==> src/rtl/rv32i_multicycle_control_unit.sv <==
// Multi-cycle RV32I control FSM: sequences FETCH/DECODE/EXEC/MEM/WB, traps illegal
// opcodes and data-bus timeouts, and counts retired instructions.
module rv32i_multicycle_control_unit #(
    parameter int TIMEOUT_CYCLES = 16,
    parameter int INSTRET_W      = 32
) (
    input  logic                 clk,
    input  logic                 reset,
    input  logic [31:0]          instrCode,
    input  logic                 busReady,
    output logic                 irEn,
    output logic                 pcEn,
    output logic                 regFileWe,
    output logic [3:0]           aluControl,
    output logic                 aluSrcMuxSel,
    output logic                 busReq,
    output logic                 busWe,
    output logic [2:0]           RFWDSrcMuxSel,
    output logic                 branch,
    output logic                 jal,
    output logic                 jalr,
    output logic                 illegal,
    output logic                 busTimeout,
    output logic [INSTRET_W-1:0] instret
);

    localparam int CW = $clog2(TIMEOUT_CYCLES);
    localparam logic [CW-1:0] LAST_WAIT = CW'(TIMEOUT_CYCLES - 1);

    typedef enum logic [2:0] {FETCH, DECODE, EXEC, MEM, WB, TRAP} state_t;

    state_t        state, state_next;
    logic [CW-1:0] wait_cnt, wait_cnt_next;
    logic          set_illegal, set_timeout;

    logic [6:0] opcode;
    logic [2:0] funct3;
    logic       is_r, is_i, is_l, is_s, is_b, is_lu, is_au, is_j, is_jl, is_legal;

    assign opcode   = instrCode[6:0];
    assign funct3   = instrCode[14:12];
    assign is_r     = (opcode == 7'b0110011);
    assign is_i     = (opcode == 7'b0010011);
    assign is_l     = (opcode == 7'b0000011);
    assign is_s     = (opcode == 7'b0100011);
    assign is_b     = (opcode == 7'b1100011);
    assign is_lu    = (opcode == 7'b0110111);
    assign is_au    = (opcode == 7'b0010111);
    assign is_j     = (opcode == 7'b1101111);
    assign is_jl    = (opcode == 7'b1100111);
    assign is_legal = is_r | is_i | is_l | is_s | is_b | is_lu | is_au | is_j | is_jl;

    always_ff @(posedge clk) begin
        if (reset) begin
            state      <= FETCH;
            wait_cnt   <= '0;
            illegal    <= 1'b0;
            busTimeout <= 1'b0;
            instret    <= '0;
        end else begin
            state    <= state_next;
            wait_cnt <= wait_cnt_next;
            if (set_illegal) illegal    <= 1'b1;
            if (set_timeout) busTimeout <= 1'b1;
            if (pcEn)        instret    <= instret + INSTRET_W'(1);
        end
    end

    always_comb begin
        state_next    = state;
        wait_cnt_next = wait_cnt;
        set_illegal   = 1'b0;
        set_timeout   = 1'b0;
        irEn          = 1'b0;
        pcEn          = 1'b0;
        regFileWe     = 1'b0;
        busReq        = 1'b0;
        busWe         = 1'b0;
        branch        = 1'b0;
        jal           = 1'b0;
        jalr          = 1'b0;
        aluControl    = 4'b0000;
        aluSrcMuxSel  = 1'b0;
        RFWDSrcMuxSel = 3'b000;

        case (state)
            FETCH: begin
                irEn       = 1'b1;
                state_next = DECODE;
            end
            DECODE: begin
                if (!is_legal) begin
                    state_next  = TRAP;
                    set_illegal = 1'b1;
                end else begin
                    state_next = EXEC;
                end
            end
            EXEC: begin
                if (is_s || is_l) begin
                    state_next = MEM;
                end else if (is_b) begin
                    branch     = 1'b1;
                    pcEn       = 1'b1;
                    state_next = FETCH;
                end else begin
                    regFileWe  = 1'b1;
                    pcEn       = 1'b1;
                    jal        = is_j | is_jl;
                    jalr       = is_jl;
                    state_next = FETCH;
                end
            end
            MEM: begin
                busReq = 1'b1;
                busWe  = is_s;
                // A ready on the last allowed cycle is checked first so it beats the timeout.
                if (busReady) begin
                    wait_cnt_next = '0;
                    pcEn          = is_s;
                    state_next    = is_s ? FETCH : WB;
                end else if (wait_cnt == LAST_WAIT) begin
                    wait_cnt_next = '0;
                    set_timeout   = 1'b1;
                    state_next    = TRAP;
                end else begin
                    wait_cnt_next = wait_cnt + CW'(1);
                end
            end
            WB: begin
                regFileWe  = 1'b1;
                pcEn       = 1'b1;
                state_next = FETCH;
            end
            default: ;
        endcase

        if (state inside {DECODE, EXEC, MEM, WB}) begin
            aluSrcMuxSel = is_i | is_l | is_s;
            if (is_r || is_b)
                aluControl = {instrCode[30], funct3};
            else if (is_i)
                aluControl = ({instrCode[30], funct3} == 4'b1101) ? 4'b1101 : {1'b0, funct3};
            if (is_l)
                RFWDSrcMuxSel = 3'b001;
            else if (is_lu)
                RFWDSrcMuxSel = 3'b010;
            else if (is_au)
                RFWDSrcMuxSel = 3'b011;
            else if (is_j || is_jl)
                RFWDSrcMuxSel = 3'b100;
        end

        // While reset is held nothing may be enabled or requested, whatever state we were in.
        if (reset) begin
            irEn          = 1'b0;
            pcEn          = 1'b0;
            regFileWe     = 1'b0;
            busReq        = 1'b0;
            busWe         = 1'b0;
            branch        = 1'b0;
            jal           = 1'b0;
            jalr          = 1'b0;
            aluControl    = 4'b0000;
            aluSrcMuxSel  = 1'b0;
            RFWDSrcMuxSel = 3'b000;
            set_illegal   = 1'b0;
            set_timeout   = 1'b0;
        end
    end

endmodule

==> config.mk <==
export PLATFORM = sky130hd
export DESIGN_NAME = rv32i_multicycle_control_unit
export DESIGN_NICKNAME = d
export VERILOG_FILES = /design/src/rtl/rv32i_multicycle_control_unit.sv
export SDC_FILE = /design/constraint.sdc
export NUM_CORES = 1
export LEC_CHECK = 0
export BUFFER_PORTS_ARGS = -buffer_cell sky130_fd_sc_hd__clkbuf_2
export CORE_ASPECT_RATIO = 1.4
export CORE_MARGIN = 1
export CORE_UTILIZATION = 47
export DETAILED_ROUTE_END_ITERATION = 8
export PLACE_DENSITY = 0.85
export SKIP_CTS_REPAIR_TIMING = 1
export SYNTH_ARGS = -nofsm -noshare
export SYNTH_HDL_FRONTEND = slang
export SYNTH_SLANG_ARGS = --single-unit
==> constraint.sdc <==
create_clock -name clk -period 2.59 [get_ports clk]
set_input_delay 0.3885 -clock clk [delete_from_list [all_inputs] [get_ports clk]]
set_output_delay 0.3885 -clock clk [all_outputs]
set_load 0.02 [all_outputs]
Yosys cells after proc, flatten, opt, wreduce, memory -nomap -nowiden
Index checks and enable logic that the tools add are counted.
- bits in registers: 41
- bits in latches: 0
- RAM bits: 0
- memory bits (read-only): 0
- output and inout bits: 50
- memories kept: 0
- add/sub/neg operators: 2
- multiply operators: 0
- divide/modulo/power cells: 0
- $lt $le $gt $ge: 0
- eq/ne operators: 16
- shift-type cells: 0
- mux-type cells: 54
- bitwise gates (word level): 11
- reduce and logical (&&, ||, !) cells: 7
- operator list (kind ; count):
    $mux W1 ; 33
    $add A32 B1 Y32 const B ; 1
    $mux W3 ; 10
    $mux W4 ; 7
    $eq A7 B6 Y1 const B ; 3
    $eq A7 B7 Y1 const B ; 3
    $pmux W3 S5 ; 1
    $eq A7 B5 Y1 const B ; 2
    $or A1 B1 Y1 ; 11
    $eq A4 B4 Y1 const B ; 2
    $eq A7 B2 Y1 const B ; 1
    $eq A3 B2 Y1 const B ; 2
    $reduce_bool A5 Y1 ; 1
    $add A4 B1 Y4 const B ; 1
    $reduce_bool A4 Y1 ; 1
    $eq A3 B1 Y1 const B ; 1
    $eq A3 B3 Y1 const B ; 1
    $logic_not A3 Y1 ; 1
    $logic_or A1 B1 Y1 ; 3
    $ne A3 B3 Y1 const B ; 1
    $pmux W1 S3 ; 1
    $mux W2 ; 1
    $pmux W1 S2 ; 1
    $reduce_and A2 Y1 ; 1

Longest topological paths before layout
Gate-level depths: netlist of run 1.
- word-level depth: 12
- depth in mapped cells: 8

Worst setup path after synthesis of run 1
OpenSTA, ideal clock, no wires.
- path type: reg2out
- start point: register state[1]
- end point: output port aluSrcMuxSel
- arrival time: 2257 ps
- setup slack: -55 ps
- cell stages (with the launch flop): 7
- buffers on the path: 2
- cell sequence: dfxtp_1 buf_2 nand2b_1 nor2_1 buf_1 o21bai_1 a2111oi_0
- longest elaborated chain between the ends: 4
- ends and longest elaborated chain (item ; RTL line ; source):
    start, declared ; 32 ; state_t state, state_next;
    start signal, assigned ; 61 ; state <= state_next;
    $eq A3 B1 Y1, or another cell as far along ; 138 ; if (state inside {DECODE, EXEC, MEM, WB}) begin
    $reduce_bool A4 Y1 (*) ; 138 ;
    $mux W1 (*) ; 138 ;
    $mux W1 (*) ; 155 ; if (reset) begin
    end, declared ; 15 ; output logic aluSrcMuxSel,
Mark *: on every way between the ends. The rest lies on a longest branch, timed or not.

Worst setup path after layout of run 1
- start point: register state[1]
- end point: output port jalr
- longest elaborated chain between the ends: 3
- ends and longest elaborated chain (item ; RTL line ; source):
    $eq A3 B2 Y1 ; 86 ; case (state)
    $mux W1 ; 86 ;
    $mux W1 ; 155 ;
    end, declared ; 21 ; output logic jalr,
Every way passes these cells.

==> results.sh, run 1 <==
export IMPL_synthFlopType="dfxtp_1"
export IMPL_drt_iter0_markers=200
export IMPL_setup_tns_ps=0
export IMPL_wire_per_inst_um=14.1
export IMPL_crit_path_start_kind="flip-flop"
export IMPL_ios=85
export IMPL_fp_dieArea_um2=5380
export IMPL_period_share_pct=93.6
export IMPL_grt_pass1_wl_mm=10.3
export IMPL_maxCapViolations=0
export IMPL_cts_sinks=41
export IMPL_vdd_drop_max_mv=0.268
export IMPL_critPathKind="flip-flop to output pin"
export IMPL_synth_cell_types=49
export IMPL_route_antenna_remaining_nets=0
export IMPL_grt_pass1_vias=2360
export IMPL_hpwl_mm=4.46
export IMPL_synth_top_area_share_pct=34.3
export IMPL_synth_area_top_cells="dfxtp_1, a21oi_1, nor2_1"
export IMPL_worst_path_max_fanout=10
export IMPL_relSlewSlack_pct=56.7
export IMPL_diodes=0
export IMPL_async_reset_ff_share_pct=0
export IMPL_most_common_layout_cells="clkbuf_2, dfxtp_1, nor2_1"
export IMPL_dr_pass1_iters=4
export IMPL_area_growth_synth_to_final_pct=22.1
export IMPL_numCtsBuffers=5
export IMPL_outcome="completed"
export IMPL_clock_path_buffers=2
export IMPL_fmax_ghz=0.412
export IMPL_crit_end="jalr"
export IMPL_clock_latency_ps=300
export IMPL_required_ps=2200
export IMPL_initial_core_util_pct=49.0
export IMPL_rsz0062_at_grt="false"
export IMPL_htree_levels=2
export IMPL_overflow=0
export IMPL_final_util_pct=59.8
export IMPL_layout_commonest_cell="clkbuf_2"
export IMPL_worst_slew_pin_slew_ps=645
export IMPL_vias=2543
export IMPL_p_per_area_nw_per_um2=442
export IMPL_arrival_ps=2040
export IMPL_synth_nets=339
export IMPL_synth_seq_cells=41
export IMPL_skew_ps=6.28
export IMPL_grt_usage_pct=23.3
export IMPL_finalCriticalPeriod_ps=2420
export IMPL_hold_class="flip-flop to flip-flop"
export IMPL_critPathLaunch="state[1]$_SDFFE_PP0P_"
export IMPL_chipHeight_um=86.4
export IMPL_via_per_inst=5.87
export IMPL_syn_inst=302
export IMPL_grt_max_degree=45
export IMPL_r2r_end="instret[31]$_SDFFE_PP0P_"
export IMPL_yosysTopAreaCell="dfxtp_1"
export IMPL_setup_violations_final=0
export IMPL_yosysWarnings=0
export IMPL_gr_usage_met3_pct=4.08
export IMPL_port_buffers=63
export IMPL_nets=405
export IMPL_hold_violations=0
export IMPL_antenna_found_initial=0
export IMPL_p_leak_nw=1.07
export IMPL_clockRootBuffer="clkbuf_8"
export IMPL_chipWidth_um=62.3
export IMPL_gp_congestion=0.797
export IMPL_gr_usage_met1_pct=25.4
export IMPL_cts_tree="built"
export IMPL_coreArea_um2=4880
export IMPL_busiest_layer="met2"
export IMPL_endpoint_kind="output pin"
export IMPL_seq_area_frac_synth_pct=34.3
export IMPL_rows=30
export IMPL_ff2ff_setup_slack_ps=410
export IMPL_r2r_start="state[1]$_SDFFE_PP0P_"
export IMPL_synth_area_per_cell_um2=7.92
export IMPL_reg2regPathDepth=6
export IMPL_clkTransAtPathRegs_ps=80
export IMPL_netlist_area_um2=2390
export IMPL_drc_errors=0
export IMPL_met2_usage_pct=44.5
export IMPL_slew_viol_final=0
export IMPL_synth_edff_count=0
export IMPL_drive_gt1_share_pct=24.4
export IMPL_drt_total_wl_mm=6.09
## layer usage
layer  vias up  wire length [µm]
met1      1201              2510
met3         8               242
met2        74              3260
met5         -                 0
li1       1260                 -
met4         0                78
## cell families (layout without fill, tap and decap cells)
logic type                 count (synthesis)  count (layout)  share of synthesized area (%)
adders and majority gates                  2               2                           1.05
and+or+nand+nor                          144             144                           34.7
xor gates and xnor gates                  13              13                           4.76
buffers and inverters                     23              90                           3.87
DFF                                       41              41                           34.3
AOI/OAI and AO/OA                         78              78                           20.9
muxes                                      1               1                          0.419
## flip-flops by register name (all words and copies together) (netlist names)
register    count
instret        32
wait_cnt        4
state           3
busTimeout      1
illegal         1
## synthesized netlist by cell type, drive strengths merged (2+ instances only)
cell    number
nand2b       3
and4         2
xor2         7
nand3       15
or4          7
nor3        10
or3         12
nor2b        3
nand4b       3
o21ai       19
o31a         3
nand2       21
a311oi       2
nor3b        3
a41oi        2
nand3b       3
and3         4
nand4        9
ha           2
a21oi       24
o311ai       2
o31ai       11
a211oi       4
buf          6
inv          9
nor2        32
dfxtp       41
nor4         7
and2         7
clkbuf       8
a31oi        4
xnor2        6
## worst min-delay path by stage
stage	from	to	slack [ps]	depth (start not counted)
after floorplan	wait_cnt[3]$_SDFFE_PP0P_	wait_cnt[3]$_SDFFE_PP0P_	480	2
after global placement	illegal$_SDFFE_PP0P_	illegal$_SDFFE_PP0P_	460	2
after detailed placement	busTimeout$_SDFFE_PP0P_	busTimeout$_SDFFE_PP0P_	470	2
after CTS	busReady	wait_cnt[3]$_SDFFE_PP0P_	470	4
after global routing	illegal$_SDFFE_PP0P_	illegal$_SDFFE_PP0P_	510	2
final	busTimeout$_SDFFE_PP0P_	busTimeout$_SDFFE_PP0P_	480	2
## per-stage QoR
stage	power [mW]	area (µm²)	std cells	hold WS (ps)	setup slack [ps]
detailed placement	0.761	2800	425	473	274
global route	1.34	2920	433	507	32.8
global placement	0.758	2800	425	462	311
finish	1.29	2920	433	484	166
floorplan	0.722	2390	302	476	199
CTS	1.30	2920	433	475	157
## area by class of cell
type / count / area [µm²]
Clock buffer: 7 / 86.3
Clock inverter: 1 / 30.0
Fill cell: 465 / 1960
Sequential cell: 41 / 821
Timing Repair Buffer: 73 / 390
Tap cell: 64 / 80.1
Inverter: 9 / 33.8
Multi-Input combinational cell: 238 / 1480
## where the power goes
part           switching, mW  leakage [nW]  internal (mW)  total [mW]
registers             0.0106         0.331          0.636       0.646
logic                 0.0640         0.683         0.0369       0.101
clock network          0.228        0.0585          0.314       0.543
## critical path: stages, from the launching register on
cell	delay, ps
dfxtp_1	500
nor2b_1	250
or4b_2	660
nor3_1	150
clkbuf_2	190
No activity file was read; power rests on OpenSTA's default activity.
==> run 2: changes to the inputs <==
ABC_AREA = 1   (was unset)
CORE_UTILIZATION = 35   (was 47)
PLACE_DENSITY = 0.67   (was 0.85)
SLEW_MARGIN = 20   (was unset)
==> run 2 against run 1 <==
  * Fmax up 9.9%
  * Clock skew about the same
  * Via count rose by 21%
  * Die area increased by 57%
  * Design area is 13% higher
  * Routed wire length rose by 25%
  * Global-route usage decreased by 5.1 points
  * Sequential cell count stayed put
  * Hold slack worse by 30 ps
  * Largest cell class unchanged
  * Highest routed layer unchanged
==> results.sh, run 2 <==
export IMPL_hpwl_mm=5.86
export IMPL_critPathKind="flip-flop to output pin"
export IMPL_layout_commonest_cell="nand2_1"
export IMPL_cts_sinks=41
export IMPL_overflow=0
export IMPL_crit_path_start_kind="flip-flop"
export IMPL_route_antenna_remaining_nets=0
export IMPL_setup_tns_ps=0
export IMPL_critPathLaunch="state[0]$_SDFFE_PP0P_"
export IMPL_dr_pass1_iters=5
export IMPL_yosysTopAreaCell="dfxtp_1"
export IMPL_synth_seq_cells=41
export IMPL_grt_usage_pct=18.3
export IMPL_clock_path_buffers=2
export IMPL_initial_core_util_pct=36.4
export IMPL_worst_slew_pin_slew_ps=444
export IMPL_chipWidth_um=78.1
export IMPL_fmax_ghz=0.453
export IMPL_relSlewSlack_pct=70.1
export IMPL_rows=38
export IMPL_ios=85
export IMPL_final_area_um2=3310
export IMPL_hold_class="primary input to flip-flop"
export IMPL_vias=3068
export IMPL_coreArea_um2=7800
export IMPL_grt_pass1_vias=2793
export IMPL_r2r_start="instret[0]$_SDFFE_PP0P_"
export IMPL_synth_area_top_cells="dfxtp_1, nand2_1, nor2_1"
export IMPL_vdd_drop_max_mv=0.209
export IMPL_clkTransAtPathRegs_ps=70
export IMPL_diodes=0
export IMPL_period_share_pct=85.1
export IMPL_placed_cells=619
export IMPL_port_buffers=63
export IMPL_yosysWarnings=0
export IMPL_cts_tree="built"
export IMPL_finalCriticalPeriod_ps=2210
export IMPL_drt_total_wl_mm=7.62
export IMPL_drc_errors=0
export IMPL_synth_most_common_cell="nand2_1"
export IMPL_antenna_found_initial=0
export IMPL_p_leak_nw=1.33
export IMPL_drt_iter0_markers=112
export IMPL_wire_per_inst_um=12.2
export IMPL_hold_violations=0
export IMPL_skew_ps=6.20
export IMPL_stdcell_count=626
export IMPL_clock_latency_ps=300
export IMPL_htree_levels=2
export IMPL_largest_register_ffs=32
export IMPL_maxCapViolations=0
export IMPL_drive_gt1_share_pct=21.5
export IMPL_gp_congestion=0.924
export IMPL_seq_area_frac_synth_pct=28.9
export IMPL_fill_cells=845
export IMPL_worst_path_max_fanout=6
export IMPL_required_ps=2200
export IMPL_total_power_mw=1.31
export IMPL_rsz0062_at_grt="false"
export IMPL_chipHeight_um=109
export IMPL_dp_slack_ps=633
export IMPL_synth_edff_count=0
export IMPL_synth_top_area_share_pct=28.9
export IMPL_fp_dieArea_um2=8470
export IMPL_fin_ws_ps=385
export IMPL_most_common_layout_cells="nand2_1, nor2_1, clkbuf_2"
export IMPL_arrival_ps=1820
export IMPL_async_reset_ff_share_pct=0
export IMPL_endpoint_kind="output pin"
export IMPL_numCtsBuffers=5
export IMPL_post_dp_cell_area_um2=3220
export IMPL_synth_cell_types=31
export IMPL_p_per_area_nw_per_um2=395
export IMPL_nets=563
export IMPL_reg_top3="instret: 32 flops, wait_cnt: 4 flops, state: 3 flops"
export IMPL_grt_pass1_wl_mm=12.4
export IMPL_outcome="completed"
export IMPL_largest_register="instret"
export IMPL_synthFlopType="dfxtp_1"
export IMPL_via_per_inst=4.90
export IMPL_synth_common_cells="nand2_1, nor2_1, dfxtp_1"
export IMPL_grt_max_degree=29
export IMPL_clockRootBuffer="clkbuf_8"
export IMPL_slew_viol_final=0
export IMPL_area_growth_synth_to_final_pct=16.7
export IMPL_synth_area_per_cell_um2=6.10
export IMPL_netlist_area_um2=2840
export IMPL_setup_violations_final=0
export IMPL_holdCritStartpoint="busReady"
export IMPL_synth_nets=502
export IMPL_syn_inst=465
==> run 2: kinds of logic after synthesis <==
kind of cell	after synthesis	synth area share, %
DFF	41	28.9
and+or+nand+nor	312	47.9
buffers and inverters	50	7.85
AOI/OAI and AO/OA	44	9.44
xor gates and xnor gates	16	4.94
adders and majority gates	2	0.882
==> run 2: path summary, 6_finish.rpt <==
check                           slack (ps)  cells after the start                        to
worst max-delay path                   380                      9             aluControl[3]
worst min-delay path                   450                      4  wait_cnt[1]$_SDFFE_PP0P_
worst max register to register         760                     10  instret[30]$_SDFFE_PP0P_
worst min register to register         460                      2      illegal$_SDFFE_PP0P_
==> run 2: power breakdown <==
part	switching [mW]	internal (mW)	total [mW]
registers	0.0180	0.644	0.662
clock network	0.224	0.212	0.436
logic	0.147	0.0601	0.207
==> run 2: through the flow <==
step | hold slack [ps] | utilization, %
after CTS | 448 | 42.4
final | 454 | 42.4
after global placement | 446 | 41.3
after global routing | 477 | 42.4
after floorplan | 463 | -
after detailed placement | 446 | 41.3
==> run 2: layout make-up <==
class                           count  area (µm²)  area share, %
Multi-Input combinational cell    374        1790           54.2
Sequential cell                    41         821           24.8
Tap cell                          100         125           3.78
Timing Repair Buffer               67         345           10.4
Inverter                           37         139           4.20
Clock buffer                        7        86.3           2.61
==> run 2: metal layers <==
metal / vias up / part of all wire (%) / track usage, %
met2: 89 / 50 / 33.2
met4: 0 / 3.4 / 8.86
met3: 21 / 5.3 / 3.97
li1: 1595 / - / -
met1: 1363 / 42 / 19.9
met5: - / 0 / 0
==> run 2: worst max-delay path: stages (launching register included) <==
cell and delay [ps]:
dfxtp_1 440, nand2_1 80, nor2_1 170, nor2_1 110
inv_1 60, nand2_1 120, inv_1 120, nand2_1 60
a211oi_1 170, clkbuf_2 200
==> run 3: changes to the inputs <==
--- a/config.mk
+++ b/config.mk
@@ -11,5 +11,5 @@
 export CORE_MARGIN = 1
-export CORE_UTILIZATION = 35
+export CORE_UTILIZATION = 52
 export DETAILED_ROUTE_END_ITERATION = 8
-export PLACE_DENSITY = 0.67
+export PLACE_DENSITY = 0.89
 export SKIP_CTS_REPAIR_TIMING = 1
==> constraint.sdc (replaced) <==
create_clock -name clk -period 2.59 [get_ports clk]
set_input_delay 0.259 -clock clk [delete_from_list [all_inputs] [get_ports clk]]
set_output_delay 0.259 -clock clk [all_outputs]
set_load 0.02 [all_outputs]
==> run 3 against run 2 <==
  * Register-to-register slack worse by 60 ps
  * Critical path depth down 2
  * Largest cell class unchanged
  * Design area is 0.83% lower
  * Hold slack got worse by 140 ps
  * Critical endpoint is now pcEn
==> results.sh, run 3 (same netlist as run 2, synthesis figures left out) <==
export IMPL_hold_violations=0
export IMPL_rows=31
export IMPL_worst_path_max_fanout=16
export IMPL_vias=3148
export IMPL_required_ps=2330
export IMPL_p_leak_nw=1.34
export IMPL_critPathKind="flip-flop to output pin"
export IMPL_coreArea_um2=5200
export IMPL_endpoint_kind="output pin"
export IMPL_clockRootBuffer="clkbuf_8"
export IMPL_dr_pass1_iters=5
export IMPL_initial_core_util_pct=54.6
export IMPL_ios=85
export IMPL_clock_latency_ps=290
export IMPL_area_growth_synth_to_final_pct=15.7
export IMPL_vdd_drop_max_mv=0.362
export IMPL_fin_ws_ps=441
export IMPL_largest_register_ffs=32
export IMPL_worst_slew_pin_slew_ps=414
export IMPL_cts_tree="built"
export IMPL_setup_violations_final=0
export IMPL_fmax_ghz=0.465
export IMPL_hpwl_mm=5.52
export IMPL_port_buffers=63
export IMPL_outcome="completed"
export IMPL_maxCapViolations=0
export IMPL_dp_slack_ps=684
export IMPL_reg2regPathDepth=9
export IMPL_drc_errors=0
export IMPL_grt_pass1_wl_mm=12.3
export IMPL_reg_top3="instret: 32 flops, wait_cnt: 4 flops, state: 3 flops"
export IMPL_fp_dieArea_um2=5760
export IMPL_drt_iter0_markers=167
export IMPL_holdCritStartpoint="reset"
export IMPL_largest_register="instret"
export IMPL_arrival_ps=1890
export IMPL_rsz0062_at_grt="false"
export IMPL_route_antenna_remaining_nets=0
export IMPL_layout_commonest_cell="nand2_1"
export IMPL_overflow=0
export IMPL_fill_cells=518
export IMPL_htree_levels=2
export IMPL_hold_slack_ps=316
export IMPL_skew_ps=8.45
export IMPL_clkTransAtPathRegs_ps=70
export IMPL_grt_usage_pct=27.0
export IMPL_drt_total_wl_mm=7.30
export IMPL_cts_sinks=41
export IMPL_gp_congestion=0.958
export IMPL_nets=563
export IMPL_diodes=0
export IMPL_slew_viol_final=0
export IMPL_via_per_inst=5.31
export IMPL_drive_gt1_share_pct=21.8
export IMPL_period_share_pct=83.0
export IMPL_chipWidth_um=64.4
export IMPL_numCtsBuffers=5
export IMPL_finalCriticalPeriod_ps=2150
export IMPL_hold_end="wait_cnt[1]$_SDFFE_PP0P_"
export IMPL_r2r_start="state[0]$_SDFFE_PP0P_"
export IMPL_clock_path_buffers=2
export IMPL_chipHeight_um=89.4
export IMPL_most_common_layout_cells="nand2_1, nor2_1, clkbuf_2"
export IMPL_grt_pass1_vias=2962
export IMPL_r2r_end="instret[21]$_SDFFE_PP0P_"
export IMPL_antenna_found_initial=0
export IMPL_p_per_area_nw_per_um2=406
export IMPL_wire_per_inst_um=12.3
export IMPL_setup_tns_ps=0
export IMPL_hold_depth=2
export IMPL_crit_path_start_kind="flip-flop"
export IMPL_ff2ff_setup_slack_ps=700
export IMPL_relSlewSlack_pct=72.1
export IMPL_grt_max_degree=32
export IMPL_hold_class="primary input to flip-flop"
run 3: how the worst max path moves through the flow:
stage | start | endpoint | cells after the start
final | state[0]$_SDFFE_PP0P_ | pcEn | 7
after CTS | state[0]$_SDFFE_PP0P_ | pcEn | 7
after detailed placement | instrCode[3] | instret[15]$_SDFFE_PP0P_ | 11
after global routing | state[0]$_SDFFE_PP0P_ | pcEn | 7
after floorplan | state[0]$_SDFFE_PP0P_ | RFWDSrcMuxSel[1] | 6
after global placement | instrCode[3] | instret[27]$_SDFFE_PP0P_ | 11
run 3: cell type report:
cell class | count | area (µm²) | area share (%)
repair buffers | 67 | 345 | 10.5
flip-flops and latches | 41 | 821 | 25.0
clock buffers | 7 | 96.3 | 2.94
clock inverters | 1 | 5.00 | 0.152
well taps | 66 | 82.6 | 2.52
multi-input cells | 374 | 1790 | 54.6
inverters | 37 | 139 | 4.23
run 3: worst max-delay path, stage by stage, from the launching register on:
cell	delay, ps
dfxtp_1	450
nand3_2	230
inv_2	130
nand3_2	110
nand2_4	190
nand2_2	90
inv_2	180
clkbuf_2	210
run 3: power breakdown:
group	internal [mW]	total (mW)	switching (mW)	leakage (nW)
Sequential	0.645	0.663	0.0181	0.331
Combinational	0.0601	0.212	0.152	0.955
Clock	0.241	0.459	0.219	0.0542
run 3: per-stage QoR:
stage	std cells	utilization, %	power [mW]	cell area [µm²]
after floorplan	465	-	0.834	2840
after global placement	585	61.2	0.881	3180
after detailed placement	585	61.2	0.887	3180
after CTS	593	63.1	1.34	3280
after global routing	593	63.1	1.39	3280
final	593	63.1	1.33	3280
run 3: layer usage:
layer  track usage [%]  vias up  wire [µm]
li1                  -     1597          -
met1              27.5     1411       2850
met2              51.5      122       3790
met3              4.72       18        426
met4              15.6        0        235
met5                 0        -          0
